$ cat src/rtl/game_ctrl.sv
`default_nettype none
// ============================================================================
// Module   : game_ctrl
// Purpose  : 2048 game controller: key handling, board register, tile spawn,
//            win/lose evaluation. Define SPAWN_FOUR_EN to allow 4'd2 spawns.
// Revision : 1.0  initial release
// ============================================================================
module game_ctrl #(
    parameter logic [15:0] LFSR_SEED = 16'hACE1,
    parameter logic [3:0]  WIN_TILE  = 4'd11
) (
    input  logic        clk,
    input  logic        rst,
    input  logic        key_up,
    input  logic        key_down,
    input  logic        key_left,
    input  logic        key_right,
    input  logic        new_game,
    input  logic        load_en,
    input  logic [63:0] load_val,
    output logic [63:0] move_in,
    output logic        move_en,
    output logic        move_up,
    output logic        move_down,
    output logic        move_left,
    output logic        move_right,
    input  logic [63:0] move_out,
    output logic [63:0] board,
    output logic        busy,
    output logic        win,
    output logic        lose,
    output logic [15:0] moves
);

    typedef enum logic [2:0] {
        INIT0 = 3'd0,
        INIT1 = 3'd1,
        WAIT  = 3'd2,
        MOVE  = 3'd3,
        SPAWN = 3'd4,
        EVAL  = 3'd5,
        OVER  = 3'd6
    } state_t;

    localparam logic [3:0] c_SCAN_LAST = 4'd15;

    state_t      r_state;
    state_t      w_state_nxt;
    logic [63:0] r_board;
    logic [15:0] r_moves;
    logic        r_win;
    logic        r_lose;
    logic [15:0] r_lfsr;
    logic [3:0]  r_key_prev;
    logic        r_ng_prev;
    logic [3:0]  r_dir;
    logic [3:0]  r_scan_cnt;
    logic [3:0]  r_scan_idx;

    logic [15:0] w_lfsr_nxt;
    logic [3:0]  w_keys;
    logic [3:0]  w_edge;
    logic [3:0]  w_dir_sel;
    logic        w_ng_edge;
    logic        w_in_spawn;
    logic [3:0]  w_scan_idx;
    logic [5:0]  w_scan_shift;
    logic [3:0]  w_scan_cell;
    logic        w_scan_hit;
    logic        w_scan_done;
    logic [3:0]  w_spawn_val;
    logic [3:0]  w_cells [16];
    logic        w_win;
    logic        w_lose;

    // Fibonacci form, taps 16,14,13,11, shifting toward bit 0
    assign w_lfsr_nxt = {r_lfsr[0] ^ r_lfsr[2] ^ r_lfsr[3] ^ r_lfsr[5], r_lfsr[15:1]};

    assign w_keys    = {key_down, key_up, key_left, key_right};
    assign w_edge    = w_keys & ~r_key_prev;
    assign w_ng_edge = new_game & ~r_ng_prev;

    always_comb begin
        w_dir_sel = 4'b0000;
        if (w_edge[3])      w_dir_sel = 4'b1000;
        else if (w_edge[2]) w_dir_sel = 4'b0100;
        else if (w_edge[1]) w_dir_sel = 4'b0010;
        else if (w_edge[0]) w_dir_sel = 4'b0001;
    end

    // The first scan cycle takes its start cell from the LFSR; later cycles walk on
    assign w_in_spawn   = (r_state == INIT0) || (r_state == INIT1) || (r_state == SPAWN);
    assign w_scan_idx   = (r_scan_cnt == 4'd0) ? r_lfsr[3:0] : r_scan_idx;
    assign w_scan_shift = 6'd60 - {w_scan_idx, 2'b00};
    assign w_scan_cell  = r_board[w_scan_shift +: 4];
    assign w_scan_hit   = (w_scan_cell == 4'd0);
    assign w_scan_done  = w_scan_hit || (r_scan_cnt == c_SCAN_LAST);

`ifdef SPAWN_FOUR_EN
    assign w_spawn_val = (r_lfsr[6:4] == 3'b000) ? 4'd2 : 4'd1;
`else
    assign w_spawn_val = 4'd1;
`endif

    always_comb begin
        w_win  = 1'b0;
        w_lose = 1'b1;
        for (int i = 0; i < 16; i++) begin
            w_cells[i] = r_board[(15 - i) * 4 +: 4];
        end
        for (int i = 0; i < 16; i++) begin
            if (w_cells[i] >= WIN_TILE) w_win = 1'b1;
            if (w_cells[i] == 4'd0) w_lose = 1'b0;
            if (((i % 4) != 3) && (w_cells[i] == w_cells[i + 1])) w_lose = 1'b0;
            if ((i < 12) && (w_cells[i] == w_cells[i + 4])) w_lose = 1'b0;
        end
    end

    always_comb begin
        w_state_nxt = r_state;
        busy        = 1'b1;
        move_en     = 1'b0;
        move_down   = 1'b0;
        move_up     = 1'b0;
        move_left   = 1'b0;
        move_right  = 1'b0;
        case (r_state)
            INIT0: if (w_scan_done) w_state_nxt = INIT1;
            INIT1: if (w_scan_done) w_state_nxt = EVAL;
            SPAWN: if (w_scan_done) w_state_nxt = EVAL;
            WAIT: begin
                busy = 1'b0;
                if (load_en)              w_state_nxt = EVAL;
                else if (w_edge != 4'd0)  w_state_nxt = MOVE;
            end
            MOVE: begin
                move_en    = 1'b1;
                move_down  = r_dir[3];
                move_up    = r_dir[2];
                move_left  = r_dir[1];
                move_right = r_dir[0];
                w_state_nxt = (move_out != r_board) ? SPAWN : WAIT;
            end
            EVAL: w_state_nxt = (w_win || w_lose) ? OVER : WAIT;
            OVER: begin
                busy = 1'b0;
                if (w_ng_edge) w_state_nxt = INIT0;
            end
            default: w_state_nxt = INIT0;
        endcase
    end

    always_ff @(posedge clk) begin
        if (rst) begin
            r_state    <= INIT0;
            r_board    <= 64'd0;
            r_moves    <= 16'd0;
            r_win      <= 1'b0;
            r_lose     <= 1'b0;
            r_lfsr     <= LFSR_SEED;
            r_key_prev <= 4'd0;
            r_ng_prev  <= 1'b0;
            r_dir      <= 4'd0;
            r_scan_cnt <= 4'd0;
            r_scan_idx <= 4'd0;
        end else begin
            r_state    <= w_state_nxt;
            r_lfsr     <= w_lfsr_nxt;
            r_key_prev <= w_keys;
            r_ng_prev  <= new_game;
            if (w_in_spawn) begin
                if (w_scan_done) begin
                    r_scan_cnt <= 4'd0;
                    if (w_scan_hit) r_board[w_scan_shift +: 4] <= w_spawn_val;
                end else begin
                    r_scan_cnt <= r_scan_cnt + 4'd1;
                    r_scan_idx <= w_scan_idx + 4'd1;
                end
            end
            case (r_state)
                WAIT: begin
                    if (load_en)             r_board <= load_val;
                    else if (w_edge != 4'd0) r_dir   <= w_dir_sel;
                end
                MOVE: begin
                    r_board <= move_out;
                    if ((move_out != r_board) && (r_moves != 16'hFFFF))
                        r_moves <= r_moves + 16'd1;
                end
                EVAL: begin
                    r_win  <= w_win;
                    r_lose <= w_lose;
                end
                OVER: begin
                    if (w_ng_edge) begin
                        r_board <= 64'd0;
                        r_moves <= 16'd0;
                        r_win   <= 1'b0;
                        r_lose  <= 1'b0;
                    end
                end
                default: ;
            endcase
        end
    end

    assign move_in = r_board;
    assign board   = r_board;
    assign moves   = r_moves;
    assign win     = r_win;
    assign lose    = r_lose;

endmodule
`default_nettype wire

$ cat config.mk
export PLATFORM = sky130hd
export DESIGN_NAME = game_ctrl
export DESIGN_NICKNAME = d
export VERILOG_FILES = /design/src/rtl/game_ctrl.sv
export SDC_FILE = /design/constraint.sdc
export NUM_CORES = 1
export LEC_CHECK = 0
export BUFFER_PORTS_ARGS = -buffer_cell sky130_fd_sc_hd__buf_2
export CORE_ASPECT_RATIO = 0.9
export CORE_MARGIN = 3
export CORE_UTILIZATION = 50
export CTS_CLUSTER_SIZE = 28
export DETAILED_ROUTE_END_ITERATION = 10
export PLACE_DENSITY = 0.82
export SYNTH_ARGS = -nofsm -noshare
export SYNTH_HDL_FRONTEND = slang
export SYNTH_SLANG_ARGS = --single-unit
$ cat constraint.sdc
create_clock -name clk -period 6.85 [get_ports clk]
set_clock_uncertainty 0.2 [all_clocks]
set_input_delay 1.0275 -clock clk [delete_from_list [all_inputs] [get_ports clk]]
set_output_delay 1.0275 -clock clk [all_outputs]
set_load 0.005 [all_outputs]
==> run_results.csv, run 1 <==
group,metric,value,unit
status,status,"completed",
run,maxCapViolCount,0,
logic_synthesis,synth.cell_area,0.00823,sq mm
timing,finalCritPeriodShare,0.657,
logic_synthesis,syn_inst,991,
critical_path,arrival,4.61,ns
floorplanning,die_x,141,microns
clocking,post-cts-setup-buffers,0,
route,drt_first_pass_iters,5,
logic_synthesis,synth_cell_types,69,
timing,final_max_slew_viol_count,0,
floorplanning,boundaryPins,288,
floorplanning,core,0.0158,sq mm
pwr,power_density,289,mW/mm^2
logic_synthesis,synth_seq_area_share,0.287,
timing,tns,0,ns
critical_path,cp_cell_sequence,"inv_1 -> ha_1 -> nor3b_2 -> mux2i_2 -> inv_1 -> ha_1 -> nor2b_1 -> or2_2 -> nor2_1 -> a21boi_2 -> nand2_1 -> a31o_2",
clocking,cts_resized,0,
logic_synthesis,synthArstFlopShare,0,
grt,grt_pass1_wl,43.9,mm
hold_path,hold_path.class,"flop to flop",
timing,min_period,4.50,ns
clocking,clkTransAtPathRegs,0.06,ns
clocking,clock_sinks,118,
critical_path,endpoint_kind,"flop",
floorplanning,fp.dieH,128,microns
route,drt_wl_total,29.4,mm
logic_synthesis,yosysWarnings,0,
placement,place_congestion,1.09,
final_layout,final_common_cell,"buf_2",
final_layout,nFillCells,1363,
clocking,cts_tree,"yes",
critical_path,cp_max_fo,14,
route,ant_nets,0,
logic_synthesis,synth_top_cell_by_area,"dfxtp_1",
timing,worst_pin_slew,1.07,ns
floorplanning,num_rows,43,
route,vias_per_cell,6.15,
clocking,cts_buffers,17,
route,drc,0,
final_layout,final_cell_mix,"buf_2, xor2_1, dfxtp_1, a22oi_1",
floorplanning,initial_core_util,0.522,
logic_synthesis,synthTopCellsByArea,"dfxtp_1, xor2_1, buf_4",
logic_synthesis,synthFlopType,"dfxtp_1",
clocking,htree_levels,4,
critical_path,regToRegSetupSlack,2.35,ns
final_layout,drive_above_1_share,0.318,
route,vias,8309,
pwr,p_leak,4.77,nW
critical_path,critPathSlowestCell,"a21boi_2",
logic_synthesis,synth_edf_count,0,
critical_path,startpoint_type,"flop",
critical_path,critPathRequiredTime,6.97,ns
timing,finalSetupViolCount,0,
final_layout,area_delta_synth_final,19.2,%
final_layout,nets,1277,
route,routedWlPerCell,21.8,microns
pwr,ir_drop,0.204,mV
grt,first_global_vias,7753,
grt,overflow,0,
timing,rsz0062_at_grt,"no",
route,first_iter_violations,672,
placement,io_buffers,287,
clocking,cts_buffer_depth,2,
critical_path,max_stage_delay,0.76,ns
critical_path,crit_type,"flop to flop",
grt,grt_use_total,0.315,
logic_synthesis,yosys.area.top_type_share,0.287,
placement,pre_cts_ws,2.50,ns
timing,finalHoldViolations,0,
clocking,cts-root-buf,"clkbuf_16",
floorplanning,die_area,0.0180,sq mm
logic_synthesis,avgSynthCellArea,8.30,sq um
timing,timing.slew.headroom,0.276,
logic_synthesis,synth_nets,1133,
placement,post-dp-hpwl,22.1,mm
clocking,hold_buffers,0,
timing,setup_slack,2.35,ns
logic_synthesis,synth-seq-cells,118,
grt,antenna_found_initial,1,
clocking,worst_skew_pair.late_latency,0.42,ns
timing,max_freq,0.222,GHz
grt,grt_max_degree,93,
-- worst paths after layout --
kind                 startpoint   endpoint  depth (start not counted)
setup reg to reg  r_scan_cnt[0]  board[37]                         12
setup / recovery  r_scan_cnt[0]  board[37]                         12
hold reg to reg       r_lfsr[7]  r_lfsr[6]                          1
hold / removal        r_lfsr[7]  r_lfsr[6]                          1
-- synthesized netlist by cell type, types with 10 or more instances --
master     instances
xor2_1           126
dfxtp_1          118
clkbuf_1          95
buf_4             64
a22oi_1           63
nor2_1            54
xnor2_1           53
nor4_1            51
nand2_1           49
nand4_1           33
a21oi_1           32
nor2b_1           24
o2bb2ai_1         21
a21o_1            17
and2_1            14
o22ai_1           13
a31o_2            12
o21ai_0           12
nand3_1           11
or2_2             10
-- kinds of logic after synthesis --
logic type / after synthesis / share of synthesized area
buffers and inverters: 178 / 0.113
adder cells (fa/ha/maj): 6 / 0.00913
AO/OA/AOI/OAI: 215 / 0.195
multiplexers: 11 / 0.0163
XOR/XNOR: 179 / 0.191
flip-flops: 118 / 0.287
AND/OR/NAND/NOR: 284 / 0.189
-- critical path: cells and delay by family, from the launching register on --
family	cells	cell delay (ns)
mux	1	0.43
simple gates	5	1.66
flops	1	0.35
compound gates	2	1.06
buf+inv	2	0.26
fa+ha+maj	2	0.41
-- where the power goes --
group          internal, mW  switching (mW)
logic                 0.350           0.495
clock network         0.750           0.329
registers             0.747           0.161
-- registers in the layout (all words and copies together), names as in the netlist --
register / cells
board: 64
moves: 16
lose: 1
r_dir: 4
r_state: 3
r_scan_cnt: 4
r_scan_idx: 4
win: 1
r_key_prev: 4
r_ng_prev: 1
r_lfsr: 16
-- layout make-up --
cell class,count,area (sq um),share of cell area
timing repair buffer,294,1490,0.152
antenna,1,2.50,0.000255
clock inverter,11,243,0.0248
clock buffer,21,470,0.0480
sequential,118,2360,0.241
multi-input combinational,695,4940,0.504
inverter,9,38.8,0.00396
tap,202,253,0.0258
-- stage by stage --
| step | power (mW) | hold slack [ns] | cell area [sq um] | cells | util |
|---|---|---|---|---|---|
| final | 2.83 | 0.208 | 9800 | 1351 | 0.622 |
| after global routing | 2.94 | 0.234 | 9800 | 1351 | 0.622 |
| after CTS | 2.80 | 0.211 | 9790 | 1349 | 0.621 |
| after detailed placement | 1.72 | 0.195 | 9080 | 1317 | 0.576 |
| after global placement | 1.71 | 0.192 | 9080 | 1317 | 0.576 |
| after floorplan | 1.46 | 0.189 | 8230 | 991 | - |
-- metal layers --
metal	vias to the layer above	global-route usage	wire, microns
met5	-	0	0
met2	556	0.477	13000
met4	0	0.120	894
met3	74	0.122	3860
met1	3923	0.406	11700
li1	3756	-	-
Power figures use the tool's default switching activity.
==> run 2: changes to the inputs <==
- CORE_UTILIZATION: 50 -> 46
- PLACE_DENSITY: 0.82 -> 0.79
- clock period: 6.85 -> 3.71 ns (I/O delays scaled with it)
==> run 2 against run 1 <==
Via count is 1.5% higher. Critical path depth increased by 1. Design area increased by 2.6%. Count of clock-buffer cells in the layout increased by 1. Non-clock buffer count rose by 31. Hold slack worse by 0.051 ns. Cell count up 4.7%. Setup slack got worse by 2.1 ns.
==> run_results.csv, run 2 (synthesis results as in run 1) <==
group,metric,value,unit
route,first_iter_violations,917,
floorplanning,core,0.0172,sq mm
timing,setup_slack,0.263,ns
pwr,p_leak,4.93,nW
clocking,cts-root-buf,"clkbuf_16",
floorplanning,boundaryPins,288,
timing,finalHoldViolations,0,
route,vias_per_cell,5.97,
clocking,clkTransAtPathRegs,0.06,ns
clocking,cts_buffers,17,
route,routedWlPerCell,21.4,microns
pwr,power,5.20,mW
final_layout,antenna_cells,0,
route,drt_first_pass_iters,8,
grt,grt_pass1_wl,45.3,mm
timing,min_period,3.45,ns
critical_path,critPathSlowestCell,"mux2_4",
critical_path,arrival,3.56,ns
clocking,htree_levels,4,
timing,rsz0062_at_grt,"no",
critical_path,endpoint_kind,"flop",
critical_path,startpoint_type,"flop",
hold_path,hold_path.class,"input pin to flop",
placement,place_congestion,1.02,
placement,pre_cts_ws,0.147,ns
grt,first_global_vias,7800,
route,ant_nets,0,
critical_path,max_stage_delay,0.38,ns
placement,placed_area,0.00934,sq mm
floorplanning,num_rows,45,
floorplanning,die_area,0.0195,sq mm
pwr,power_density,518,mW/mm^2
floorplanning,initial_core_util,0.479,
final_layout,final_common_cell,"buf_2",
final_layout,final_cell_mix,"buf_2, xor2_1, dfxtp_1, a22oi_1",
clocking,worst_skew_pair.late_latency,0.42,ns
critical_path,critPathRequiredTime,3.82,ns
critical_path,crit_type,"flop to flop",
grt,grt_use_total,0.295,
critical_path,cp_max_fo,14,
status,status,"completed",
final_layout,finalInstanceArea,0.0101,sq mm
timing,tns,0,ns
grt,grt_max_degree,53,
route,drc,0,
timing,timing.slew.headroom,0.352,
final_layout,area_delta_synth_final,22.2,%
timing,worst_pin_slew,0.963,ns
clocking,cts_tree,"yes",
floorplanning,die_x,147,microns
timing,final_max_slew_viol_count,0,
placement,io_buffers,287,
run,maxCapViolCount,0,
critical_path,cp_cell_sequence,"inv_1 -> ha_1 -> nor3b_4 -> buf_4 -> mux2_4 -> ha_1 -> nor2b_1 -> or2_2 -> nor2_1 -> a21boi_2 -> buf_4 -> nand2_1 -> a31o_2",
critical_path,regToRegSetupSlack,0.26,ns
placement,post-dp-hpwl,23.0,mm
clocking,cts_buffer_depth,2,
grt,antenna_found_initial,0,
clocking,hold_buffers,0,
pwr,ir_drop,0.362,mV
clocking,clock_sinks,118,
final_layout,drive_above_1_share,0.337,
floorplanning,fp.dieH,133,microns
grt,overflow,0,
final_layout,nets,1308,
timing,finalSetupViolCount,0,
final_layout,largest_register_ffs,64,
timing,max_freq,0.290,GHz
timing,finalCritPeriodShare,0.929,
route,drt_wl_total,30.3,mm
route,vias,8437,
[run 2: cell types whose count changed in the layout (fill, tap and decap cells not counted), sizes merged]
cell | previous run | this run
buf | 293 | 325
inv | 10 | 9
clkinv | 1 | 3
diode | 1 | 0
bufinv | 7 | 5
[run 2: final cells by class]
class / count / area [sq um]
Sequential cell: 118 / 2360
Timing Repair Buffer: 325 / 1720
Tap cell: 235 / 294
Clock inverter: 10 / 191
Multi-Input combinational cell: 695 / 4950
Inverter: 9 / 38.8
Fill cell: 1570 / 7120
Clock buffer: 22 / 494
[run 2: power breakdown]
part           total [mW]  internal (mW)  switching (mW)
Combinational        1.69          0.711           0.982
Clock                1.90           1.28           0.615
Sequential           1.61           1.38           0.233
Total                5.20           3.37            1.83
[run 2: critical path: cells and delay by family (launching register included)]
kind	cells	cell delay [ns]
simple gates	5	1.03
buf+inv	3	0.53
compound gates	2	0.48
fa+ha+maj	2	0.38
mux	1	0.38
flops	1	0.34
[run 2: what timing repair did]
item                       CTS  global route
hold endpoints to repair     0             0
resized for setup            0             1
buffers inserted             0             2
setup endpoints to repair    0            19
[run 2: metal layers]
metal	vias up	part of all wire	GRT usage
met3	51	0.11	0.0699
li1	3831	-	-
met1	4014	0.42	0.403
met2	541	0.46	0.472
met4	0	0.017	0.0735
met5	-	0	0
[run 2: final timing paths]
| kind | cells past startpoint | startpoint | endpoint |
|---|---|---|---|
| min reg2reg | 1 | r_lfsr[8] | r_lfsr[7] |
| max | 13 | r_scan_cnt[0] | board[45] |
| min | 2 | key_up | r_key_prev[2] |
| max reg2reg | 13 | r_scan_cnt[0] | board[45] |
[run 2: through the flow]
step / hold WS, ns / std cells / util
after floorplan: 0.189 / 991 / -
after global placement: 0.191 / 1380 / 0.544
final: 0.157 / 1414 / 0.585
after CTS: 0.144 / 1412 / 0.584
after detailed placement: 0.198 / 1380 / 0.544
after global routing: 0.166 / 1414 / 0.585
